===== src/rtl/fpu_issue_ctrl_if.sv =====
// Bundle of the command, FPU-drive, FPU-result and result-buffer signals
// around the FPU issue controller.
interface fpu_issue_ctrl_if;
   logic        cmd_valid;
   logic        cmd_ready;
   logic [2:0]  cmd_op;
   logic [1:0]  cmd_rmode;
   logic [31:0] cmd_opa;
   logic [31:0] cmd_opb;

   logic [2:0]  fpu_op;
   logic [1:0]  rmode;
   logic [31:0] opa;
   logic [31:0] opb;

   logic [31:0] fpu_out;
   logic        fpu_inf;
   logic        fpu_snan;
   logic        fpu_qnan;
   logic        fpu_ine;
   logic        fpu_overflow;
   logic        fpu_underflow;
   logic        fpu_zero;
   logic        fpu_div_by_zero;

   logic        res_valid;
   logic        res_ready;
   logic [31:0] res_data;
   logic [7:0]  res_flags;
   logic [3:0]  res_tag;

   modport slave (
      input  cmd_valid, cmd_op, cmd_rmode, cmd_opa, cmd_opb,
      output cmd_ready,
      output fpu_op, rmode, opa, opb,
      input  fpu_out, fpu_inf, fpu_snan, fpu_qnan, fpu_ine,
      input  fpu_overflow, fpu_underflow, fpu_zero, fpu_div_by_zero,
      output res_valid, res_data, res_flags, res_tag,
      input  res_ready
   );

   modport master (
      output cmd_valid, cmd_op, cmd_rmode, cmd_opa, cmd_opb,
      input  cmd_ready,
      input  fpu_op, rmode, opa, opb,
      output fpu_out, fpu_inf, fpu_snan, fpu_qnan, fpu_ine,
      output fpu_overflow, fpu_underflow, fpu_zero, fpu_div_by_zero,
      input  res_valid, res_data, res_flags, res_tag,
      output res_ready
   );
endinterface


===== src/rtl/fpu_issue_ctrl.sv =====
// Issues commands to a fixed-latency FPU, tracks them with tagged in-flight
// markers and buffers the results in order for the consumer.
module fpu_issue_ctrl #(
   parameter int LATENCY = 4,
   parameter int DEPTH   = 4
) (
   input logic           clk,
   input logic           rst,
   fpu_issue_ctrl_if.slave bus
);

   localparam int PTR_W = $clog2(DEPTH);
   localparam int CNT_W = PTR_W + 1;

   typedef struct packed {
      logic [31:0] data;
      logic [7:0]  flags;
      logic [3:0]  tag;
   } entry_t;

   logic             cmd_ready_q, cmd_ready_d;
   logic [CNT_W-1:0] occ_q, occ_d;
   logic [CNT_W-1:0] cnt_q, cnt_d;
   logic [PTR_W-1:0] wr_ptr_q, wr_ptr_d;
   logic [PTR_W-1:0] rd_ptr_q, rd_ptr_d;
   logic [3:0]       tag_q, tag_d;
   logic [LATENCY:0] stage_v_q, stage_v_d;
   logic [3:0]       stage_tag_q [LATENCY+1];
   logic [3:0]       stage_tag_d [LATENCY+1];
   logic [2:0]       fpu_op_q, fpu_op_d;
   logic [1:0]       rmode_q, rmode_d;
   logic [31:0]      opa_q, opa_d;
   logic [31:0]      opb_q, opb_d;
   entry_t           mem_q [DEPTH];

   logic   accept;
   logic   pop;
   logic   capture;
   logic   res_valid;
   entry_t cap_entry;
   entry_t head;

   // Stage 0 of the marker chain lines up with the operand register, so a
   // marker reaches the last stage just as the FPU result becomes valid.
   always_comb begin
      accept    = bus.cmd_valid && cmd_ready_q;
      res_valid = (cnt_q != '0);
      pop       = res_valid && bus.res_ready;
      capture   = stage_v_q[LATENCY];

      cap_entry.data  = bus.fpu_out;
      cap_entry.flags = {bus.fpu_div_by_zero, bus.fpu_zero, bus.fpu_underflow,
                         bus.fpu_overflow, bus.fpu_ine, bus.fpu_qnan,
                         bus.fpu_snan, bus.fpu_inf};
      cap_entry.tag   = stage_tag_q[LATENCY];

      stage_v_d      = {stage_v_q[LATENCY-1:0], accept};
      stage_tag_d[0] = tag_q;
      for (int i = 1; i <= LATENCY; i++) begin
         stage_tag_d[i] = stage_tag_q[i-1];
      end

      tag_d    = accept ? tag_q + 4'd1 : tag_q;
      fpu_op_d = accept ? bus.cmd_op    : fpu_op_q;
      rmode_d  = accept ? bus.cmd_rmode : rmode_q;
      opa_d    = accept ? bus.cmd_opa   : opa_q;
      opb_d    = accept ? bus.cmd_opb   : opb_q;

      occ_d    = occ_q + CNT_W'(accept) - CNT_W'(pop);
      cnt_d    = cnt_q + CNT_W'(capture) - CNT_W'(pop);
      wr_ptr_d = capture ? wr_ptr_q + PTR_W'(1) : wr_ptr_q;
      rd_ptr_d = pop     ? rd_ptr_q + PTR_W'(1) : rd_ptr_q;

      // Occupancy counts markers still in flight, so a capture always finds room.
      cmd_ready_d = (occ_d < CNT_W'(DEPTH));
   end

   always_ff @(posedge clk) begin
      if (rst) begin
         cmd_ready_q <= 1'b0;
         occ_q       <= '0;
         cnt_q       <= '0;
         wr_ptr_q    <= '0;
         rd_ptr_q    <= '0;
         tag_q       <= '0;
         stage_v_q   <= '0;
         stage_tag_q <= '{default: '0};
         fpu_op_q    <= '0;
         rmode_q     <= '0;
         opa_q       <= '0;
         opb_q       <= '0;
      end else begin
         cmd_ready_q <= cmd_ready_d;
         occ_q       <= occ_d;
         cnt_q       <= cnt_d;
         wr_ptr_q    <= wr_ptr_d;
         rd_ptr_q    <= rd_ptr_d;
         tag_q       <= tag_d;
         stage_v_q   <= stage_v_d;
         stage_tag_q <= stage_tag_d;
         fpu_op_q    <= fpu_op_d;
         rmode_q     <= rmode_d;
         opa_q       <= opa_d;
         opb_q       <= opb_d;
      end
   end

   always_ff @(posedge clk) begin
      if (!rst && capture) begin
         mem_q[wr_ptr_q] <= cap_entry;
      end
   end

   assign head = mem_q[rd_ptr_q];

   assign bus.cmd_ready = cmd_ready_q;
   assign bus.fpu_op    = fpu_op_q;
   assign bus.rmode     = rmode_q;
   assign bus.opa       = opa_q;
   assign bus.opb       = opb_q;
   assign bus.res_valid = res_valid;
   // The buffer storage is not reset; an empty buffer presents zeros instead.
   assign bus.res_data  = res_valid ? head.data  : '0;
   assign bus.res_flags = res_valid ? head.flags : '0;
   assign bus.res_tag   = res_valid ? head.tag   : '0;

   capture_never_full: assert property (@(posedge clk) disable iff (rst)
      capture |-> (cnt_q < CNT_W'(DEPTH)));

endmodule


===== src/flat_wrapper.sv =====
// flat-port wrapper written by rule: the top's interface ports become plain ports
module fpu_issue_ctrl_flat 
#(
   parameter int LATENCY = 4,
   parameter int DEPTH   = 4
)
  (clk, rst, bus_cmd_valid, bus_cmd_op, bus_cmd_rmode, bus_cmd_opa, bus_cmd_opb, bus_cmd_ready, bus_fpu_op, bus_rmode, bus_opa, bus_opb, bus_fpu_out, bus_fpu_inf, bus_fpu_snan, bus_fpu_qnan, bus_fpu_ine, bus_fpu_overflow, bus_fpu_underflow, bus_fpu_zero, bus_fpu_div_by_zero, bus_res_valid, bus_res_data, bus_res_flags, bus_res_tag, bus_res_ready);
  fpu_issue_ctrl_if bus_i ();
  input logic clk;
  input logic rst;
  input wire logic [$bits(bus_i.cmd_valid)-1:0] bus_cmd_valid;
  input wire logic [$bits(bus_i.cmd_op)-1:0] bus_cmd_op;
  input wire logic [$bits(bus_i.cmd_rmode)-1:0] bus_cmd_rmode;
  input wire logic [$bits(bus_i.cmd_opa)-1:0] bus_cmd_opa;
  input wire logic [$bits(bus_i.cmd_opb)-1:0] bus_cmd_opb;
  output wire logic [$bits(bus_i.cmd_ready)-1:0] bus_cmd_ready;
  output wire logic [$bits(bus_i.fpu_op)-1:0] bus_fpu_op;
  output wire logic [$bits(bus_i.rmode)-1:0] bus_rmode;
  output wire logic [$bits(bus_i.opa)-1:0] bus_opa;
  output wire logic [$bits(bus_i.opb)-1:0] bus_opb;
  input wire logic [$bits(bus_i.fpu_out)-1:0] bus_fpu_out;
  input wire logic [$bits(bus_i.fpu_inf)-1:0] bus_fpu_inf;
  input wire logic [$bits(bus_i.fpu_snan)-1:0] bus_fpu_snan;
  input wire logic [$bits(bus_i.fpu_qnan)-1:0] bus_fpu_qnan;
  input wire logic [$bits(bus_i.fpu_ine)-1:0] bus_fpu_ine;
  input wire logic [$bits(bus_i.fpu_overflow)-1:0] bus_fpu_overflow;
  input wire logic [$bits(bus_i.fpu_underflow)-1:0] bus_fpu_underflow;
  input wire logic [$bits(bus_i.fpu_zero)-1:0] bus_fpu_zero;
  input wire logic [$bits(bus_i.fpu_div_by_zero)-1:0] bus_fpu_div_by_zero;
  output wire logic [$bits(bus_i.res_valid)-1:0] bus_res_valid;
  output wire logic [$bits(bus_i.res_data)-1:0] bus_res_data;
  output wire logic [$bits(bus_i.res_flags)-1:0] bus_res_flags;
  output wire logic [$bits(bus_i.res_tag)-1:0] bus_res_tag;
  input wire logic [$bits(bus_i.res_ready)-1:0] bus_res_ready;
  assign bus_i.cmd_valid = bus_cmd_valid;
  assign bus_i.cmd_op = bus_cmd_op;
  assign bus_i.cmd_rmode = bus_cmd_rmode;
  assign bus_i.cmd_opa = bus_cmd_opa;
  assign bus_i.cmd_opb = bus_cmd_opb;
  assign bus_cmd_ready = bus_i.cmd_ready;
  assign bus_fpu_op = bus_i.fpu_op;
  assign bus_rmode = bus_i.rmode;
  assign bus_opa = bus_i.opa;
  assign bus_opb = bus_i.opb;
  assign bus_i.fpu_out = bus_fpu_out;
  assign bus_i.fpu_inf = bus_fpu_inf;
  assign bus_i.fpu_snan = bus_fpu_snan;
  assign bus_i.fpu_qnan = bus_fpu_qnan;
  assign bus_i.fpu_ine = bus_fpu_ine;
  assign bus_i.fpu_overflow = bus_fpu_overflow;
  assign bus_i.fpu_underflow = bus_fpu_underflow;
  assign bus_i.fpu_zero = bus_fpu_zero;
  assign bus_i.fpu_div_by_zero = bus_fpu_div_by_zero;
  assign bus_res_valid = bus_i.res_valid;
  assign bus_res_data = bus_i.res_data;
  assign bus_res_flags = bus_i.res_flags;
  assign bus_res_tag = bus_i.res_tag;
  assign bus_i.res_ready = bus_res_ready;
  fpu_issue_ctrl #(.LATENCY(LATENCY), .DEPTH(DEPTH)) u_core (.clk(clk), .rst(rst), .bus(bus_i));
endmodule

===== config.mk =====
export PLATFORM = sky130hd
export DESIGN_NAME = fpu_issue_ctrl_flat
export DESIGN_NICKNAME = d
export VERILOG_FILES = /design/src/rtl/fpu_issue_ctrl_if.sv /design/src/rtl/fpu_issue_ctrl.sv /design/src/flat_wrapper.sv
export SDC_FILE = /design/constraint.sdc
export NUM_CORES = 1
export LEC_CHECK = 0
export ABC_AREA = 1
export BUFFER_PORTS_ARGS = -buffer_cell sky130_fd_sc_hd__buf_4
export CAP_MARGIN = 5
export CORE_AREA = 2 2 178 180
export DETAILED_ROUTE_END_ITERATION = 10
export DIE_AREA = 0 0 180 182
export SETUP_SLACK_MARGIN = 0.1
export SYNTH_ARGS = -nofsm -noshare
export SYNTH_HDL_FRONTEND = slang
export SYNTH_SLANG_ARGS = --single-unit

===== constraint.sdc =====
create_clock -name clk -period 3.4 [get_ports clk]
set_input_delay 0.34 -clock clk [delete_from_list [all_inputs] [get_ports clk]]
set_output_delay 0.34 -clock clk [all_outputs]
set_load 0.005 [all_outputs]

### Word level (Yosys, flattened, before mapping)

Memories as Yosys holds them, arrays and structs flattened. A register that Yosys moved wholly into a read port is not among the register bits.
Index checks and enable logic that the tools add are counted.

| operators by class | value |
|---|---|
| reductions and logical operators | 5 |
| add/subtract/negate cells | 7 |
| order comparisons | 1 |
| multiplexer cells | 7 |

Operators by type and width:

| kind | count |
|---|---|
| 32-bit 2-to-1 mux | 1 |
| 8-bit 2-to-1 mux | 1 |
| 3-bit by 1-bit adder with 3-bit output | 2 |
| 3-bit by 1-bit subtractor with 3-bit output | 2 |
| 2-bit by 1-bit adder with 2-bit output, second input constant | 2 |
| 4-bit by 1-bit adder with 4-bit output, second input constant | 1 |
| 2-bit 2-to-1 mux | 2 |
| 4-bit 2-to-1 mux | 1 |
| 1-bit logical AND | 3 |
| 3-bit < comparator, second input constant | 1 |
| 3-bit nonzero test | 1 |
| 1-bit 2-to-1 mux | 2 |
| 1-bit zero test | 1 |

| word-level totals | value |
|---|---|
| memories | 1 |
| output and inout bits | 115 |
| logic and storage cells | 37 |
| register bits after elaboration | 109 |
| bits of input ports | 113 |
| RAM bits | 176 |

Memories:

| name | words | width | rd ports | clocked after Yosys merged registers in | wr ports | RTL line | RTL |
|---|---|---|---|---|---|---|---|
| u_core.mem_q | 4 | 44 | 1 | 1 | 1 | fpu_issue_ctrl.sv:34 | `entry_t mem_q [DEPTH];` |

### Logic depth before layout (Yosys ltp)

Gate-level depths: netlist of run 1.

| logic depth | value |
|---|---|
| depth in word-level cells | 4 |
| gate-level depth with buffers | 11 |
| gate-level depth less buffers | 11 |

### Worst setup path after synthesis of run 1

Ideal clock, no wire load.

| path | value |
|---|---|
| path kind | input port to flip-flop |
| from | input rst |
| to | memory u_core.mem_q[0][0] in the netlist's numbering, enable pin |
| stages | 5 |
| data arrival time | 2654 ps |
| path buffers | 2 |
| path slack | 300 ps |
| required time | 2955 ps |
| setup time | 445 ps |
| path through | buf_2 > inv_2 > buf_2 > nand2_1 > nor2_1 |

| on the way | value |
|---|---|
| cells in the longest elaborated chain, start to end | 4 |

RTL lines:

| item | RTL line | RTL |
|---|---|---|
| start: declaration | flat_wrapper.sv:10 | `input logic rst;` |
| 1-bit zero test | fpu_issue_ctrl.sv:109 | `if (!rst && capture) begin` |
| 1-bit logical AND | fpu_issue_ctrl.sv:109 |  |
| 1-bit 2-to-1 mux | fpu_issue_ctrl.sv:109 |  |
| 1-bit 2-to-1 mux (not written as such) | fpu_issue_ctrl.sv:110 | `mem_q[wr_ptr_q] <= cap_entry;` |
| end: declaration | fpu_issue_ctrl.sv:34 |  |

No other way between the ends.

==> metrics.txt, run 1 <==
unrepaired setup endpoints after global routing=false; detailed-route wire length=approximately 25 mm; Cells after Synth=1,001; PostCTS Resize Cnt=0; maximum root-to-sink buffer count=3; cell area power density=between 700 and 800 nW/um^2; antenna cells=0; insertion delay of the later-clocked pin in the worst-skew pair=around 0.56 ns; DRC violation count after routing=0; Num Clock Sinks=around 290; max-slew violations=0; period utilisation layout=between 80% and 90%; worst clock skew on the final layout=0.0104 ns; Die X-Extent=roughly 180 um; startpoint types=flip-flop; count of H-tree levels built during CTS=1; worst setup slack after layout=about 0.57 ns; total number of placement rows=between 60 and 70; height of the die=roughly 180 um; worst reg-to-reg setup slack=between 1 and 1.5 ns; post-detail-place hpwl=between 10 and 15 mm; post-synthesis net count=around 1,100; last weighted congestion value of the routability-driven placer=between 0.7 and 0.8; via count of the first global-routing pass=approximately 8,000; most frequent cells in the layout=sky130_fd_sc_hd__nor2_1, sky130_fd_sc_hd__buf_4, sky130_fd_sc_hd__edfxtp_1; fill count=2,864; net count of the finished layout=~1,400; mapped cell area=10,700 um^2; most common cell after layout, fill and taps aside=sky130_fd_sc_hd__nor2_1; worst hold slack=0.0343 ns; global-route usage over all layers=about 15%; Worst Tran Pin Value=just under 1 ns; critical path capture point type=output pin; fraction of power consumed by sequential logic=between 40% and 50%; Final setup violation count=0; class of the tightest hold or removal check=in -> reg; clock transition time at the flip-flop clock pins of the worst setup and hold paths=~0.060 ns; achievable frequency=354 MHz; DRT Pass-1 Iters=6; CTS buffer count=31; Antenna Nets Post-Route=0; number of synthesis warnings=0; count of final hold-check violations=0; Pleak=~5.5 nW; maximum vdd drop=approximately 470 uV; wire length of the first global-routing pass=40.0 mm; clock group share of total power=33.1%; switching component of the power=around 3.0 mW; Post-Syn Area per Cell=10.7 um^2; endpoint of the worst hold-timing path=u_core.bus.fpu_op[0]; ratio of cells with drive above 1 in the final layout=23.0%; via density per instance=~4.6; beginning of the worst hold path=bus_cmd_op[0]; initial standard-cell utilization of the core=between 30% and 40%; drt first-iter violations=380; Die ar.=32,800 um^2; register bit total from synthesis=between 200 and 300; routed length per placed instance=about 15 um; logic gate share of total power=roughly a quarter; internal cell power=slightly above 7 mW; required time at the endpoint of the critical path=between 3 and 4 ns; cell area after placement=roughly 13,000 um^2; depth of the worst register-to-register path=11; number of top-level pins=228; Worst slew margin=~34%; overall power=approximately 10 mW; worst-path maximum fanout=slightly above 50; total negative slack for setup checks=0 ns; pre-CTS WS=roughly 1.1 ns; initial antenna violation count=0; hold-critical path depth=3; number of buffer cells added on primary ports=roughly 230; via count of the routed design=between 7,000 and 8,000; outcome=finished, final reports clean; Netlist cell types=23; maximum number of pins on one net before global-route repair=89; leftover overflow at the end of global routing=0; Net Sw Frac=29.6%; Seq/Total Area, Yosys=70.3%; R2R Path End=u_core.cnt_q[2]; TritonCTS clock tree=done; critical register-to-register path startpoint=u_core.cnt_q[2]; clock tree root buffer cell=sky130_fd_sc_hd__clkbuf_16; Maximum Capacitance Violations=0; final instance area=roughly 14,000 um^2; Floorplan Core Area=31,000 um^2; Crit Path Class=reg -> out; fin crit period=about 2.8 ns; CP arrival=around 2.5 ns; area grow syn2layout=32.1%
==> cell usage after synthesis (all sizes together) <==
cell | count | area [um^2]
fa | 2 | 40.0
clkbuf | 20 | 75.1
a21oi | 50 | 250
dfxtp | 111 | 2220
buf | 38 | 223
o22a | 1 | 8.76
ha | 9 | 113
inv | 52 | 198
xnor2 | 2 | 17.5
nor3 | 1 | 5.00
nand3 | 4 | 20.0
nor2 | 356 | 1340
nand2 | 18 | 70.1
edfxtp | 176 | 5290
o21ai | 159 | 796
xor2 | 2 | 17.5
==> layer usage <==
| layer | share of wire [%] | up-vias | GRT usage (%) |
|---|---|---|---|
| met5 | 0 | - | 0 |
| met4 | 1.6 | 0 | 3.61 |
| met3 | 9.1 | 32 | 4.73 |
| met2 | 46 | 265 | 25.7 |
| met1 | 43 | 3543 | 18.5 |
| li1 | - | 3839 | - |
==> registers in the layout, indices dropped and copies added (netlist names), 3 cells and up, named ones only <==
signal / count
u_core.mem_q: 176
u_core.tag_q: 4
u_core.cnt_q: 3
u_core.cap_entry: 4
u_core.occ_q: 3
u_core.stage_v_q: 5
u_core.stage_tag_d: 16
u_core.bus.opb: 32
u_core.bus.opa: 32
u_core.bus.fpu_op: 3
==> cells by family (layout without fill, tap and decap cells) <==
family                   after synthesis  in the layout  share of synthesized area [%]
buffers and inverters                110            386                           4.64
adder cells (fa/ha/maj)               11             11                           1.43
XOR/XNOR                               4              4                          0.328
AND/OR/NAND/NOR                      379            379                           13.4
AO/OA/AOI/OAI                        210            210                           9.88
flip-flops                           287            287                           70.3
==> layout make-up <==
type,instances,area (um^2),share of cell area [%]
inverter,52,198,1.40
multi-input combinational,604,2700,19.2
sequential,287,7510,53.3
clock buffer,36,795,5.63
tap,402,503,3.57
timing repair buffer,276,2170,15.4
clock inverter,22,218,1.54
==> through the flow <==
step / std cells / util (%)
4_1_cts: 1679 / 45.5
3_5_place_dp: 1581 / 40.9
2_1_floorplan: 1001 / -
6_report: 1679 / 45.5
5_1_grt: 1679 / 45.5
3_3_place_gp: 1581 / 40.9
==> power groups by stage <==
stage / sequential (mW) / combinational [mW] / clock [mW]
3_5_place_dp: 4.19 / 2.62 / 0
4_1_cts: 4.12 / 2.66 / 3.43
2_1_floorplan: 4.12 / 1.41 / 0
3_3_place_gp: 4.18 / 2.58 / 0
5_1_grt: 4.16 / 2.94 / 3.57
6_report: 4.12 / 2.62 / 3.33
==> critical path, cell delays in order, from the launching register on <==
cell and delay [ns]:
sky130_fd_sc_hd__dfxtp_4 0.72, sky130_fd_sc_hd__buf_4 0.48, sky130_fd_sc_hd__nor2_1 0.10, sky130_fd_sc_hd__nor2_1 0.09, sky130_fd_sc_hd__o21ai_0 0.09, sky130_fd_sc_hd__a21oi_1 0.28, sky130_fd_sc_hd__buf_4 0.17
==> timing repair <==
| action | CTS | global route |
|---|---|---|
| endpoints found under the setup margin | 0 | 0 |
| setup buffers | 0 | 0 |
| endpoints found under the hold margin | 160 | 0 |
| hold buffers | 40 | 0 |
==> worst max path at each step <==
| stage | startpoint | endpoint | slack, ns | cells past startpoint |
|---|---|---|---|---|
| CTS | flip-flop | bus_res_data[14] | 0.50 | 6 |
| finish | flip-flop | bus_res_data[14] | 0.57 | 6 |
| global route | flip-flop | bus_res_flags[7] | 0.37 | 6 |
| floorplan | rst | u_core.mem_q[0][0] | 0.30 | 5 |
| global placement | flip-flop | bus_res_tag[0] | 1.14 | 6 |
| detailed placement | flip-flop | bus_res_data[14] | 1.11 | 6 |
(Power assumes the default switching activity.)
==> run 2: changes to the inputs <==
clock period = 2.5 ns   (was 3.4 ns; I/O delays follow)
==> run 2 against run 1 <==
Clock power increased by 57%. Sequential share of layout area fell by 3.1 points. Global-route usage rose by 0.24 points. Die area did not move. Total power rose by 46%. Critical endpoint is now bus_res_data[30]. Highest routed layer unchanged.
==> metrics.txt, run 2 (synthesized netlist as in run 1, its figures left out) <==
unrepaired setup endpoints after global routing=false; via count of the first global-routing pass=7,566; routed length per placed instance=roughly 15 um; total number of placement rows=65; most frequent cells in the layout=sky130_fd_sc_hd__nor2_1, sky130_fd_sc_hd__buf_4, sky130_fd_sc_hd__edfxtp_1; Pleak=approximately 5.8 nW; via count of the routed design=7,922; Die ar.=~33,000 um^2; Crit path largest cell delay=between 0.4 and 0.5 ns; logic gate share of total power=26.4%; PostCTS Resize Cnt=0; drt first-iter violations=421; clock tree root buffer cell=sky130_fd_sc_hd__clkbuf_16; clock transition time at the flip-flop clock pins of the worst setup and hold paths=0.05 ns; Worst path top cell family by delay=buffers and inverters; period utilisation layout=88.5%; library cell appearing most often on the critical path=sky130_fd_sc_hd__buf_4; Floorplan Core Area=slightly above 30,000 um^2; Maximum Capacitance Violations=0; critical register-to-register path startpoint=u_core.cnt_q[2]; count of buffer and inverter cells on the critical path=3; count of H-tree levels built during CTS=2; max-slew violations=0; Worst slew margin=47.6%; Die X-Extent=180 um; maximum vdd drop=559 uV; DRT Pass-1 Iters=4; antenna cells=0; internal cell power=10.5 mW; startpoint types=flip-flop; list of cells traversed by the critical path=inv_4 -> buf_4 -> o21ai_0 -> a21oi_1 -> buf_4; worst-path maximum fanout=31; DRC violation count after routing=0; Final setup violation count=0; number of top-level pins=approximately 230; Antenna Nets Post-Route=0; fraction of power consumed by sequential logic=37.9%; clock group share of total power=between 30% and 40%; achievable frequency=about 450 MHz; most flop-heavy register=u_core.mem_q; maximum root-to-sink buffer count=3; core utilization of the finished layout=about half; net count of the finished layout=about 1,400; maximum number of pins on one net before global-route repair=between 70 and 80; Worst Tran Pin Value=just under 0.8 ns; outcome=finished, final reports clean; last weighted congestion value of the routability-driven placer=between 0.7 and 0.8; Num Clock Sinks=roughly 290; wire length of the first global-routing pass=40.1 mm; detailed-route wire length=~25 mm; insertion delay of the later-clocked pin in the worst-skew pair=roughly 0.50 ns; height of the die=between 150 and 200 um; worst hold slack=just over 0.02 ns; leftover overflow at the end of global routing=0; total negative slack for setup checks=0 ns; initial antenna violation count=0; global-route usage over all layers=15.2%; CP arrival=slightly below 2 ns; Largest register FFs=about 180; critical path capture point type=output pin; via density per instance=around 4.6; post-detail-place hpwl=approximately 14 mm; slowest stage cell, crit path=sky130_fd_sc_hd__dfxtp_4; class of the tightest hold or removal check=in -> reg; Net Sw Frac=~28%; worst clock skew on the final layout=between 0.01 and 0.015 ns; fin crit period=2.21 ns; count of final hold-check violations=0; area grow syn2layout=40.1%; number of buffer cells added on primary ports=227; Crit Path Class=reg -> out; ratio of cells with drive above 1 in the final layout=roughly 23%; required time at the endpoint of the critical path=around 2.3 ns; cell area power density=roughly 980 nW/um^2; beginning of the worst hold path=bus_cmd_opb[8]; CTS buffer count=34; switching component of the power=4.16 mW; most common cell after layout, fill and taps aside=sky130_fd_sc_hd__nor2_1; initial standard-cell utilization of the core=about 34%; TritonCTS clock tree=done
==> run 2: cell count changes in the layout (fill, tap and decap cells not counted) <==
cell	change
sky130_fd_sc_hd__clkbuf_4	+1
sky130_fd_sc_hd__clkinv_1	-6
sky130_fd_sc_hd__clkbuf_16	+4
sky130_fd_sc_hd__clkbuf_8	+1
sky130_fd_sc_hd__clkbuf_1	+3
sky130_fd_sc_hd__clkinv_2	-1
sky130_fd_sc_hd__dlygate4sd3_1	+52
sky130_fd_sc_hd__buf_4	-5
sky130_fd_sc_hd__bufinv_16	+3
sky130_fd_sc_hd__buf_6	+1
sky130_fd_sc_hd__buf_12	+9
sky130_fd_sc_hd__clkinvlp_2	-2
==> run 2: metal layers <==
metal / global-route usage [%] / up-vias / routed length [um]
met1: 18.8 / 3655 / 10900
met2: 25.5 / 262 / 11900
li1: - / 3960 / -
met5: 0 / - / 0
met3: 4.89 / 45 / 2080
met4: 4.72 / 0 / 538
==> run 2: area by class of cell <==
class	instances	area, um^2
multi-input cells	604	2700
inverters	52	198
fillers	2745	16000
clock inverters	16	270
well taps	402	503
clock buffers	45	927
repair buffers	333	2850
flip-flops and latches	287	7510
==> run 2: path summary, 6_finish.rpt <==
kind                                 to  slack, ns  cells after the start
hold / removal        u_core.bus.opb[8]       0.02                      3
setup reg to reg        u_core.cnt_q[2]       0.41                     11
hold reg to reg   u_core.stage_tag_d[1]       0.39                      2
setup / recovery       bus_res_data[30]       0.29                      5
==> run 2: power by group through the flow <==
stage          registers [mW]  clock network, mW  logic (mW)
2_1_floorplan            5.61                  0        1.92
3_3_place_gp             5.65                  0        3.72
3_5_place_dp             5.66                  0        3.75
4_1_cts                  5.57               5.39        3.88
5_1_grt                  5.59               5.59        4.31
6_report                 5.55               5.23        3.86
==> run 2: repair_timing <==
| item | 4_1_cts | 5_1_grt |
|---|---|---|
| setup endpoints to repair | 0 | 21 |
| hold endpoints to repair | 212 | 0 |
| setup buffers | 0 | 1 |
| hold buffers | 92 | 0 |
==> run 2: tightest hold or removal path, stage by stage <==
cell                      delay, ns
sky130_fd_sc_hd__buf_4         0.07
sky130_fd_sc_hd__o21ai_0       0.08
sky130_fd_sc_hd__nor2_1        0.08
==> run 2: stage by stage <==
step | setup slack [ns] | power (mW) | area, um^2 | instances
CTS | 0.144 | 14.8 | 14900 | 1738
detailed placement | 0.396 | 9.42 | 12800 | 1585
global route | 0.108 | 15.5 | 15000 | 1739
floorplan | -0.510 | 7.53 | 10700 | 1001
finish | 0.289 | 14.6 | 15000 | 1739
global placement | 0.453 | 9.37 | 12800 | 1585
